==> config.mk <==
export PLATFORM = sky130hd
export DESIGN_NAME = mpx_wb_arbiter_flat
export DESIGN_NICKNAME = d
export VERILOG_FILES = /design/src/rtl/mpx_wb_arbiter_if.sv /design/src/rtl/mpx_wb_arbiter.sv /design/src/flat_wrapper.sv
export SDC_FILE = /design/constraint.sdc
export NUM_CORES = 1
export LEC_CHECK = 0
export BUFFER_PORTS_ARGS = -buffer_cell sky130_fd_sc_hd__buf_4
export CORE_ASPECT_RATIO = 1.2
export CORE_MARGIN = 5
export CORE_UTILIZATION = 50
export CTS_BUF_LIST = sky130_fd_sc_hd__clkbuf_8
export DETAILED_ROUTE_END_ITERATION = 10
export PLACE_DENSITY_LB_ADDON = 0.25
export SYNTH_ARGS = -nofsm -noshare
export SYNTH_HDL_FRONTEND = slang
export SYNTH_SLANG_ARGS = --single-unit
==> constraint.sdc <==
create_clock -name clk_i -period 2.9 [get_ports clk_i]
set_clock_uncertainty 0.1 [all_clocks]
set_input_delay 0.145 -clock clk_i [delete_from_list [all_inputs] [get_ports clk_i]]
set_output_delay 0.145 -clock clk_i [all_outputs]
set_load 0.01 [all_outputs]
==> src/rtl/mpx_wb_arbiter_if.sv <==
// Writeback arbiter bus: source handshakes, issue hazard check, RF write port.
// MPX_WB_BYPASS_EN adds the forwarding outputs.
interface mpx_wb_arbiter_if;
   logic [2:0]  src_valid_i;
   logic [14:0] src_rd_i;
   logic [95:0] src_value_i;
   logic [2:0]  src_accept_o;
   logic        issue_valid_i;
   logic [4:0]  issue_ra_i;
   logic [4:0]  issue_rb_i;
   logic [4:0]  issue_rd_i;
   logic        issue_stall_o;
   logic        flush_i;
   logic [4:0]  rd0_o;
   logic [31:0] rd0_value_o;
   logic [31:0] pending_o;
`ifdef MPX_WB_BYPASS_EN
   logic        ra_fwd_o;
   logic        rb_fwd_o;
   logic [31:0] fwd_value_o;
`endif

   modport slave (
      input  src_valid_i, src_rd_i, src_value_i,
      input  issue_valid_i, issue_ra_i, issue_rb_i,
      input  issue_rd_i, flush_i,
      output src_accept_o, issue_stall_o,
      output rd0_o, rd0_value_o, pending_o
`ifdef MPX_WB_BYPASS_EN
      , output ra_fwd_o, rb_fwd_o, fwd_value_o
`endif
   );

   modport master (
      output src_valid_i, src_rd_i, src_value_i,
      output issue_valid_i, issue_ra_i, issue_rb_i,
      output issue_rd_i, flush_i,
      input  src_accept_o, issue_stall_o,
      input  rd0_o, rd0_value_o, pending_o
`ifdef MPX_WB_BYPASS_EN
      , input ra_fwd_o, rb_fwd_o, fwd_value_o
`endif
   );
endinterface

==> src/rtl/mpx_wb_arbiter.sv <==
// Round-robin writeback arbiter with a 32-entry pending-write scoreboard.
// Optional forwarding from the RF write port: define MPX_WB_BYPASS_EN.
module mpx_wb_arbiter #(
   parameter int SRC_W = 2
) (
   input logic            clk_i,
   input logic            rst_i,
   mpx_wb_arbiter_if.slave bus
);

   logic [SRC_W-1:0] rr_ptr;
   logic [31:0]      pending;
   logic [31:0]      pend_nxt;
   logic [31:0]      pend_eff;
   logic [4:0]       rd0;
   logic [31:0]      rd0_val;

   logic [4:0]       s_rd  [3];
   logic [31:0]      s_val [3];
   logic [2:0]       req;
   logic [2:0]       zacc;
   logic [SRC_W:0]   idx;
   logic             gnt_any;
   logic [SRC_W-1:0] gnt_idx;
   logic [2:0]       accept;
   logic             stall;

   always_comb begin
      for (int i = 0; i < 3; i++) begin
         s_rd[i]  = bus.src_rd_i[5*i +: 5];
         s_val[i] = bus.src_value_i[32*i +: 32];
         req[i]   = bus.src_valid_i[i] & (|s_rd[i]);
         zacc[i]  = bus.src_valid_i[i] & ~(|s_rd[i]);
      end
   end

   // search starts at rr_ptr and wraps modulo 3
   always_comb begin
      idx     = '0;
      gnt_any = 1'b0;
      gnt_idx = '0;
      for (int k = 0; k < 3; k++) begin
         idx = {1'b0, rr_ptr} + (SRC_W+1)'(k);
         if (idx >= (SRC_W+1)'(3))
            idx = idx - (SRC_W+1)'(3);
         if (!gnt_any && req[idx[SRC_W-1:0]]) begin
            gnt_any = 1'b1;
            gnt_idx = idx[SRC_W-1:0];
         end
      end
   end

   always_comb begin
      accept = zacc;
      if (gnt_any)
         accept = accept | (3'b001 << gnt_idx);
   end

`ifdef MPX_WB_BYPASS_EN
   // the value being written this cycle is forwarded, so it cannot stall
   assign pend_eff = pending & ~(32'd1 << rd0);
`else
   assign pend_eff = pending;
`endif

   assign stall = bus.issue_valid_i &
                  (pend_eff[bus.issue_ra_i] |
                   pend_eff[bus.issue_rb_i] |
                   pend_eff[bus.issue_rd_i]);

   always_comb begin
      pend_nxt = pending;
      if (rd0 != 5'd0)
         pend_nxt[rd0] = 1'b0;
      if (bus.issue_valid_i && !stall && bus.issue_rd_i != 5'd0)
         pend_nxt[bus.issue_rd_i] = 1'b1;
      if (bus.flush_i)
         pend_nxt = '0;
      pend_nxt[0] = 1'b0;
   end

   always_ff @(posedge clk_i or posedge rst_i) begin
      if (rst_i) begin
         rr_ptr  <= '0;
         pending <= '0;
         rd0     <= '0;
         rd0_val <= '0;
      end else begin
         pending <= pend_nxt;
         if (gnt_any) begin
            rd0     <= s_rd[gnt_idx];
            rd0_val <= s_val[gnt_idx];
            rr_ptr  <= (gnt_idx == SRC_W'(2)) ? '0 : gnt_idx + 1'b1;
         end else begin
            rd0 <= '0;
         end
      end
   end

   assign bus.src_accept_o  = accept;
   assign bus.issue_stall_o = stall;
   assign bus.rd0_o         = rd0;
   assign bus.rd0_value_o   = rd0_val;
   assign bus.pending_o     = pending;

`ifdef MPX_WB_BYPASS_EN
   assign bus.ra_fwd_o    = (rd0 != 5'd0) && (rd0 == bus.issue_ra_i);
   assign bus.rb_fwd_o    = (rd0 != 5'd0) && (rd0 == bus.issue_rb_i);
   assign bus.fwd_value_o = rd0_val;
`endif

endmodule

==> src/flat_wrapper.sv <==
// flat-port wrapper written by rule: the top's interface ports become plain ports
module mpx_wb_arbiter_flat 
#(
   parameter int SRC_W = 2
)
  (clk_i, rst_i, bus_src_valid_i, bus_src_rd_i, bus_src_value_i, bus_issue_valid_i, bus_issue_ra_i, bus_issue_rb_i, bus_issue_rd_i, bus_flush_i, bus_src_accept_o, bus_issue_stall_o, bus_rd0_o, bus_rd0_value_o, bus_pending_o);
  mpx_wb_arbiter_if bus_i ();
  input logic clk_i;
  input logic rst_i;
  input wire logic [$bits(bus_i.src_valid_i)-1:0] bus_src_valid_i;
  input wire logic [$bits(bus_i.src_rd_i)-1:0] bus_src_rd_i;
  input wire logic [$bits(bus_i.src_value_i)-1:0] bus_src_value_i;
  input wire logic [$bits(bus_i.issue_valid_i)-1:0] bus_issue_valid_i;
  input wire logic [$bits(bus_i.issue_ra_i)-1:0] bus_issue_ra_i;
  input wire logic [$bits(bus_i.issue_rb_i)-1:0] bus_issue_rb_i;
  input wire logic [$bits(bus_i.issue_rd_i)-1:0] bus_issue_rd_i;
  input wire logic [$bits(bus_i.flush_i)-1:0] bus_flush_i;
  output wire logic [$bits(bus_i.src_accept_o)-1:0] bus_src_accept_o;
  output wire logic [$bits(bus_i.issue_stall_o)-1:0] bus_issue_stall_o;
  output wire logic [$bits(bus_i.rd0_o)-1:0] bus_rd0_o;
  output wire logic [$bits(bus_i.rd0_value_o)-1:0] bus_rd0_value_o;
  output wire logic [$bits(bus_i.pending_o)-1:0] bus_pending_o;
  assign bus_i.src_valid_i = bus_src_valid_i;
  assign bus_i.src_rd_i = bus_src_rd_i;
  assign bus_i.src_value_i = bus_src_value_i;
  assign bus_i.issue_valid_i = bus_issue_valid_i;
  assign bus_i.issue_ra_i = bus_issue_ra_i;
  assign bus_i.issue_rb_i = bus_issue_rb_i;
  assign bus_i.issue_rd_i = bus_issue_rd_i;
  assign bus_i.flush_i = bus_flush_i;
  assign bus_src_accept_o = bus_i.src_accept_o;
  assign bus_issue_stall_o = bus_i.issue_stall_o;
  assign bus_rd0_o = bus_i.rd0_o;
  assign bus_rd0_value_o = bus_i.rd0_value_o;
  assign bus_pending_o = bus_i.pending_o;
  mpx_wb_arbiter #(.SRC_W(SRC_W)) u_core (.clk_i(clk_i), .rst_i(rst_i), .bus(bus_i));
endmodule
==> impl_results.md <==
- Outcome: completed
- Starting Density: 0.508
- Arrival time at the worst endpoint: approximately 2.6 ns
- FF+latch count, synth: 70
- Synth warnings: 0
- WS Path Type: reg2out
- Final WL: 17000 µm
- Cell Area, Synth: about 4800 µm²
- RSZ-0062 raised after global routing: no
- Row cnt: 39
- Tmin final: roughly 2.8 ns
- Worst Tran Pin Value: 0.775 ns
- First-pass GRT wire length: 26600 µm
- Static Leak: 3.11 nW
- Fin cells: 821
- Post-CTS Setup Inserts: 0
- Required time of the critical path: 2.65 ns
- Final hold vios: 0
- Critical path launch point type: flip-flop
- Worst path cell trace: mux4_2 > a32oi_1 > o311ai_1 > a211oi_4 > a31oi_1 > buf_4
- Dpl ws: 0.365 ns
- Post-Syn Nets: 609
- CTS sink cnt: 70
- Max_cap viols: 0
- CTS tree: yes
- Post-synth EDFFs: 0
- Worst-path clk slew: 0.07 ns
- Number of global-route vias before repair: 5066
- Total power density per cell area: 696 nW/µm²
- Distinct cells, synth: 56
- Final HPWL DP: approximately 12000 µm
- Max stage delay on crit path: 0.49 ns
- CORE AREA: 9470 µm²
- Height of the die: 117 µm
- Dpl cells: a little under 800
- DR vias: between 4000 and 5000
- Hold Crit Class: in2reg
- Worst IR drop on VDD: 0.000491 V
- H-tree lvl count: 3
- I/O pin total: 206
- Async SR Flop Fraction: 1.00
- Post-DR wirelength/cell: 20.6 µm
- Drt drc: 0
- Largest net degree at the start of global routing: 46
- Initial DRC count: roughly 190
- Grt total ovfl: 0
- Critical path endpoint category: output pin
- PortBufs: around 200
- Worst path slowest cell: dfrtp_1
- Commonest non-fill, non-tap cell in the layout: buf_4
- Clk_lat worst skew: approximately 0.36 ns
- Die area: 11700 µm²
- Post-synth top flop: dfrtp_1
- Cells after synthesis: ~470
- Count of pins over their slew limit: 0
- Final setup viols: 0
- Tcrit/Tclk final: 0.970
- Worst setup margin: 0.0861 ns
- Final ANT Viol Nets: 0
- CP bufs+invs: 1
- Layout Nets: approximately 830
- TNS Setup: 0 ns
- Sequential share of the synthesized area: 0.364
- Slew headroom: 0.483
- Drt via density: 5.92
- Mapped Avg Cell Area: approximately 10 µm²
- Layout cells sized above 1: 0.433
- Worst-path fanout max: 5
- Commonest cells after routing, fill and taps aside: buf_4, dfrtp_1, nand2_1
- Root Buffer: clkbuf_8
- Critical path's top delay family: compound AO/OA/AOI/OAI gates
- CTS Buffer Depth: 2
- Total Routing Usage GR: 0.290
- Die Span X: 99.5 µm
- P&R area growth vs syn: 43.8%
- Number of buffers created by CTS: 9
- Pre-antenna DRT Iters: 5
- Routability cong.: 1.02
- Initial antenna violation count: 0
- Highest clock rate: 0.355 GHz
-- what timing repair did --
| action | CTS | global route |
|---|---|---|
| setup endpoints to repair | 0 | 1 |
| hold buffers | 31 | 0 |
| gates resized for setup | 0 | 1 |
| endpoints found under the hold margin | 66 | 0 |
-- synth_stat cells, drive strengths merged (2+ instances only) --
cell type	count	area share
a21o	4	0.0062
clkbuf	15	0.012
nor3b	4	0.0062
o21ai	66	0.073
nand2	58	0.045
o211ai	13	0.020
a21oi	3	0.0031
inv	9	0.0070
o311ai	5	0.0091
or4bb	2	0.0049
dfrtp	70	0.36
nor4	4	0.0052
o31ai	7	0.011
mux4	16	0.075
nor2	10	0.0078
or3	3	0.0042
nor2b	4	0.0052
mux2i	53	0.11
and3	2	0.0029
mux2	33	0.077
o22ai	4	0.0052
or3b	4	0.0073
nor3	5	0.0052
a32oi	2	0.0036
a211o	2	0.0036
or4	4	0.0078
nand2b	4	0.0052
buf	19	0.028
nand3b	8	0.015
ha	2	0.0052
nand3	26	0.037
-- stage by stage --
stage / hold slack, ns / cell area, µm² / utilization / power (mW)
2_1_floorplan: 0.160 / 4810 / - / 2.97
3_3_place_gp: 0.228 / 6400 / 0.676 / 3.88
3_5_place_dp: 0.230 / 6400 / 0.676 / 3.95
4_1_cts: 0.000253 / 6910 / 0.730 / 4.80
5_1_grt: 0.0355 / 6910 / 0.730 / 5.12
6_report: 0.00965 / 6920 / 0.731 / 4.82
-- layout make-up --
type	instances	area, µm²
clock inverter	5	50.0
clock buffer	11	151
timing repair buffer	241	1920
antenna	1	2.50
fill	657	2550
sequential	70	1750
tap	123	154
inverter	9	33.8
multi-input combinational	361	2850
-- where the power goes --
part	leakage, nW	switching (mW)	total, mW	internal, mW
registers	0.902	0.272	1.54	1.27
logic	2.10	1.27	2.47	1.20
clock network	0.108	0.370	0.806	0.437
total	3.11	1.91	4.82	2.90
-- path summary, 6_finish.rpt --
| kind | start | end | slack, ns | cells past startpoint |
|---|---|---|---|---|
| setup / recovery | u_core.bus.pending_o[17]$_DFF_PP0_ | bus_issue_stall_o | 0.09 | 6 |
| hold / removal | bus_src_value_i[79] | u_core.bus.rd0_value_o[15]$_DFFE_PP0P_ | 0.01 | 3 |
| setup reg to reg | u_core.rr_ptr[0]$_DFFE_PP0P_ | u_core.bus.rd0_value_o[29]$_DFFE_PP0P_ | 0.33 | 9 |
| hold reg to reg | u_core.bus.rd0_value_o[19]$_DFFE_PP0P_ | u_core.bus.rd0_value_o[19]$_DFFE_PP0P_ | 0.38 | 2 |
| max in group asynchronous | rst_i | u_core.rr_ptr[0]$_DFFE_PP0P_ | 1.67 | 4 |
| min in group asynchronous | rst_i | u_core.bus.pending_o[27]$_DFF_PP0_ | 0.40 | 3 |
-- cell families after synthesis --
logic type / after synthesis / synth area share
flops: 70 / 0.364
buf+inv: 43 / 0.0471
compound gates: 114 / 0.152
simple gates: 141 / 0.165
other cells: 1 / 0.000780
fa+ha+maj: 3 / 0.00728
mux: 102 / 0.263
-- metal layers --
| layer | GRT usage | part of all wire | up-vias |
|---|---|---|---|
| li1 | - | - | 2219 |
| met1 | 0.317 | 0.35 | 2318 |
| met2 | 0.508 | 0.52 | 279 |
| met3 | 0.0778 | 0.088 | 47 |
| met4 | 0.149 | 0.038 | 0 |
| met5 | 0 | 0 | - |
-- worst register-to-register path, delay by kind of cell (launching register included) --
family	cells	cell delay, ns
simple gates	3	0.57
mux	2	0.56
flops	1	0.40
fa+ha+maj	1	0.35
buf+inv	2	0.30
compound gates	1	0.13
-- state kept, by name, indices dropped and copies added (netlist names) --
name / flops
u_core.bus.pending_o: 31
u_core.bus.rd0_o: 5
u_core.bus.rd0_value_o: 32
u_core.rr_ptr: 2
Note: power is estimated with default switching activity, not from simulation.
